### src/rtl/trng_word_sampler.sv
// Ring-oscillator TRNG word sampler: synchronises NCH entropy channels, XOR-combines
// them per sample tick and packs bits into words on a valid/ready port; holds the bias VDAC code.
// Build option VON_NEUMANN_EN inserts a von Neumann debiaser between the tick and the packer.
module trng_word_sampler #(
    parameter int NCH        = 4,
    parameter int BITWIDTH   = 8,
    parameter int SAMPLE_DIV = 4,
    parameter int DAC_BITS   = 8
) (
    input  logic                clk,
    input  logic                rst,
    input  logic                ena,
    input  logic [NCH-1:0]      osc_in,
    input  logic                dac_load,
    input  logic [DAC_BITS-1:0] dac_wdata,
    output logic [DAC_BITS-1:0] dac_code,
    output logic [BITWIDTH-1:0] word_out,
    output logic                word_valid,
    input  logic                word_ready,
    output logic                overrun
);

    localparam int DIV_W = (SAMPLE_DIV > 1) ? $clog2(SAMPLE_DIV) : 1;
    localparam int CNT_W = $clog2(BITWIDTH);

    logic [NCH-1:0]      s1;
    logic [NCH-1:0]      s2;
    logic                raw;
    logic [DIV_W-1:0]    div_cnt;
    logic                tick;
    logic                accept;
    logic                accept_bit;
    logic [BITWIDTH-2:0] acc;
    logic [CNT_W-1:0]    bit_cnt;
    logic [BITWIDTH-1:0] new_word;
    logic                word_done;

    always_ff @(posedge clk) begin
        if (rst) begin
            s1 <= '0;
            s2 <= '0;
        end else begin
            s1 <= osc_in;
            s2 <= s1;
        end
    end

    assign raw  = ^s2;
    assign tick = ena && (div_cnt == DIV_W'(SAMPLE_DIV - 1));

    always_ff @(posedge clk) begin
        if (rst) begin
            div_cnt <= '0;
        end else if (ena) begin
            div_cnt <= tick ? '0 : div_cnt + 1'b1;
        end
    end

`ifdef VON_NEUMANN_EN
    // state  | meaning
    // PAIR_A | waiting for the first bit of a pair
    // PAIR_B | first bit latched in pair_a, waiting for the second
    typedef enum logic {
        PAIR_A = 1'b0,
        PAIR_B = 1'b1
    } pair_t;

    pair_t pair_state;
    pair_t pair_next;
    logic  pair_a;

    always_ff @(posedge clk) begin
        if (rst) begin
            pair_state <= PAIR_A;
            pair_a     <= 1'b0;
        end else begin
            pair_state <= pair_next;
            if (tick && pair_state == PAIR_A) begin
                pair_a <= raw;
            end
        end
    end

    always_comb begin
        pair_next = pair_state;
        if (!ena) begin
            pair_next = PAIR_A;
        end else if (tick) begin
            pair_next = (pair_state == PAIR_A) ? PAIR_B : PAIR_A;
        end
    end

    always_comb begin
        accept     = 1'b0;
        accept_bit = pair_a;
        if (tick && pair_state == PAIR_B && raw != pair_a) begin
            accept = 1'b1;
        end
    end
`else
    assign accept     = tick;
    assign accept_bit = raw;
`endif

    assign new_word  = {acc, accept_bit};
    assign word_done = accept && (bit_cnt == CNT_W'(BITWIDTH - 1));

    always_ff @(posedge clk) begin
        if (rst) begin
            acc     <= '0;
            bit_cnt <= '0;
        end else if (accept) begin
            acc     <= new_word[BITWIDTH-2:0];
            bit_cnt <= word_done ? '0 : bit_cnt + 1'b1;
        end
    end

    // A finished word is only dropped when the previous one is neither empty nor leaving.
    always_ff @(posedge clk) begin
        if (rst) begin
            word_out   <= '0;
            word_valid <= 1'b0;
            overrun    <= 1'b0;
        end else if (word_done) begin
            if (!word_valid || word_ready) begin
                word_out   <= new_word;
                word_valid <= 1'b1;
            end else begin
                overrun <= 1'b1;
            end
        end else if (word_valid && word_ready) begin
            word_valid <= 1'b0;
        end
    end

    always_ff @(posedge clk) begin
        if (rst) begin
            dac_code <= '0;
        end else if (dac_load) begin
            dac_code <= dac_wdata;
        end
    end

endmodule

### config.mk
export PLATFORM = sky130hd
export DESIGN_NAME = trng_word_sampler
export DESIGN_NICKNAME = d
export VERILOG_FILES = /design/src/rtl/trng_word_sampler.sv
export SDC_FILE = /design/constraint.sdc
export NUM_CORES = 1
export LEC_CHECK = 0
export ABC_AREA = 1
export BUFFER_PORTS_ARGS = -buffer_cell sky130_fd_sc_hd__buf_2
export CAP_MARGIN = 25
export CORE_MARGIN = 3
export CORE_UTILIZATION = 54
export CTS_BUF_LIST = sky130_fd_sc_hd__clkbuf_4
export CTS_CLUSTER_DIAMETER = 40
export DETAILED_ROUTE_END_ITERATION = 12
export PLACE_DENSITY = 0.81
export SETUP_SLACK_MARGIN = 0.4
export SYNTH_ARGS = -nofsm -noshare
export SYNTH_HDL_FRONTEND = slang
export SYNTH_SLANG_ARGS = --single-unit
### constraint.sdc
create_clock -name clk -period 1.5 [get_ports clk]
set_clock_uncertainty 0.05 [all_clocks]
set_input_delay 0.15 -clock clk [delete_from_list [all_inputs] [get_ports clk]]
set_output_delay 0.15 -clock clk [all_outputs]
set_load 0.05 [all_outputs]
==> results.sh <==
export IMPL_num_nets_final=251
export IMPL_setup_slack_ns=0.2230
export IMPL_finalHoldViolCount=0
export IMPL_clkSinkCount=38
export IMPL_power_mw=1.835
export IMPL_tns_ns=0
export IMPL_yosysWarnings=0
export IMPL_worstPathMaxFanout=8
export IMPL_post_drt_wl_per_cell_um=15.41
export IMPL_drtIter0Drc=40
export IMPL_yosysSeqAreaShare_pct=54.33
export IMPL_hpwl_mm=2.121
export IMPL_ys_ff_latch=38
export IMPL_synthesis_nets=195
export IMPL_synth_top_area_share_pct=54.33
export IMPL_cellLeakagePower_nw=0.9285
export IMPL_final_common_cell="nor2_1"
export IMPL_die_y_um=56.92
export IMPL_die_w_um=56.92
export IMPL_hp_class="in2reg"
export IMPL_worst_setup_path_type="reg2reg"
export IMPL_status="completed"
export IMPL_place_ws_ns=0.2005
export IMPL_cts_buffer_depth=2
export IMPL_routabilityCongestion=0.7130
export IMPL_cts_tree="yes"
export IMPL_min_to="dac_code[1]"
export IMPL_cp_required_ns=1.69
export IMPL_grt_overflow=0
export IMPL_layout_min_cycle_time_ns=1.277
export IMPL_synthCells=175
export IMPL_cts_reportedPaths_clkPinSlew_ns=0.11
export IMPL_grt_antenna_before_repair=0
export IMPL_reg2reg_slack_ns=0.22
export IMPL_row_count=17
export IMPL_arrival_ns=1.47
export IMPL_drive_above_1_share_pct=36.64
export IMPL_reg2reg_to="word_out[4]"
export IMPL_num_vias=1363
export IMPL_routed_wl_mm=4.006
export IMPL_first_global_vias=1399
export IMPL_insertion_delay_ns=0.34
export IMPL_maxCapViolCount=0
export IMPL_fillers=127
export IMPL_synth_area_sq_um=1400
export IMPL_port_buffer_count=34
export IMPL_dp_cells=236
export IMPL_slew_violations=0
export IMPL_setup_viol=0
export IMPL_synth_cell_types=19
export IMPL_initial_utilization_pct=59.84
export IMPL_final_cells=260
export IMPL_synth_area_leaders="dfxtp_1, nor2_1, inv_1"
export IMPL_drc=0
export IMPL_r2r_start="bit_cnt[1]"
export IMPL_pwr_density_cell_nw_per_um2=897.5
export IMPL_viasPerCell=5.242
export IMPL_areaGrowthSynthToFinish_pct=46.02
export IMPL_antenna_cells=0
export IMPL_ios=35
export IMPL_synth_area_leader_cell="dfxtp_1"
export IMPL_ant_nets=0
export IMPL_grt_max_degree=13
export IMPL_synth_avg_cell_area_sq_um=8.001
export IMPL_min_delay_start="dac_wdata[1]"
export IMPL_htree_levels=2
export IMPL_fmax_ghz=0.7831
export IMPL_cts_inserted_buffers=5
export IMPL_cts_root_buf="clkbuf_4"
export IMPL_worstHoldPathCells=3
export IMPL_grt_usage_pct=24.82
export IMPL_max_slew_margin_rel_pct=76.79
export IMPL_dieArea_sq_um=3240
export IMPL_ir_drop_mv=0.8253
export IMPL_fin_crit_sh_pct=85.13
export IMPL_worstRegToRegCells=7
export IMPL_rsz0062_at_grt="true"
export IMPL_worst_slew_pin_slew_ns=0.3478
export IMPL_end_kind="flop"
export IMPL_core_area_sq_um=2340
export IMPL_mostFrequentLayoutCells="nor2_1, inv_1, dfxtp_1"
export IMPL_first_pass_iters=4
export IMPL_start_kind="flop"
export IMPL_grt_pass1_wl_mm=6.182
export IMPL_final_util_pct=87.38
==> where the power goes <==
part	total [mW]	internal, mW	switching, mW
clock network	0.523	0.194	0.329
logic	0.247	0.0998	0.148
registers	1.06	1.04	0.0221
total	1.83	1.34	0.498
==> flip-flops by register name, summed over array words and instances, names as in the netlist <==
| signal | count |
|---|---|
| overrun | 1 |
| acc | 7 |
| bit_cnt | 3 |
| dac_code | 8 |
| word_valid | 1 |
| word_out | 8 |
| s1 | 4 |
| s2 | 4 |
| div_cnt | 2 |
==> worst max-delay path by stage <==
| stage | start | endpoint | slack (ns) |
|---|---|---|---|
| 2_1_floorplan | bit_cnt[0] | word_out[1] | 0.34 |
| 3_3_place_gp | bit_cnt[0] | word_out[0] | 0.26 |
| 3_5_place_dp | bit_cnt[0] | word_out[0] | 0.20 |
| 4_1_cts | bit_cnt[0] | word_out[4] | 0.25 |
| 5_1_grt | bit_cnt[1] | word_out[2] | 0.13 |
| 6_report | bit_cnt[1] | word_out[4] | 0.22 |
==> logic make-up (layout without fill, tap and decap cells) <==
logic type      Yosys count  after routing  share of synthesized area, %
simple gates             76             76                         23.41
flops                    38             38                         54.33
buf+inv                  30             87                         8.132
compound gates           27             27                         10.81
fa+ha+maj                 3              3                         2.681
xor+xnor                  1              1                        0.6257
==> area by class of cell <==
cell class	instances	area (sq um)	area share, %
tap	28	35.03	1.714
multi-input combinational	107	610.6	29.87
clock buffer	6	45.04	2.203
clock inverter	2	8.758	0.4284
inverter	27	103.9	5.080
timing repair buffer	52	456.7	22.34
sequential	38	784.5	38.37
==> per-layer routing <==
layer  global-route usage, %  part of all wire, %
met5                       0                    0
met4                   15.23                  4.7
met3                   4.598                  5.2
met2                   44.37                   54
met1                   26.63                   36
==> synthesized netlist by cell type <==
cell	instances
inv_1	26
a21oi_1	3
o21ai_1	1
o22ai_1	4
nand2_2	1
inv_2	1
buf_2	1
nor2_4	3
nand2_1	21
a21oi_2	1
nand3_1	8
ha_1	3
xnor2_1	1
o21ai_0	17
dfxtp_1	38
o31ai_2	1
nand2_4	1
nor2_1	42
clkbuf_1	2
==> critical path: stages (launching register included) <==
cell,delay [ns]
dfxtp_2,0.38
ha_4,0.14
ha_4,0.15
inv_2,0.05
nor2_4,0.11
nand2_4,0.09
o21ai_1,0.14
nor2_1,0.06
==> repair_timing <==
action | 4_1_cts | 5_1_grt
hold buffers | 9 | 0
endpoints found under the hold margin | 9 | 0
resized for setup | 22 | 38
buffers inserted | 7 | 0
pin swaps | 6 | 6
endpoints found under the setup margin | 35 | 37
==> per-stage QoR <==
| stage | hold WS (ns) | area [sq um] |
|---|---|---|
| floorplan | 0.1935 | 1459 |
| global placement | 0.3020 | 1667 |
| detailed placement | 0.3064 | 1667 |
| CTS | 0.003925 | 1929 |
| global route | -0.001106 | 2044 |
| finish | 0.0002894 | 2044 |
No activity file was read; power rests on OpenSTA's default activity.
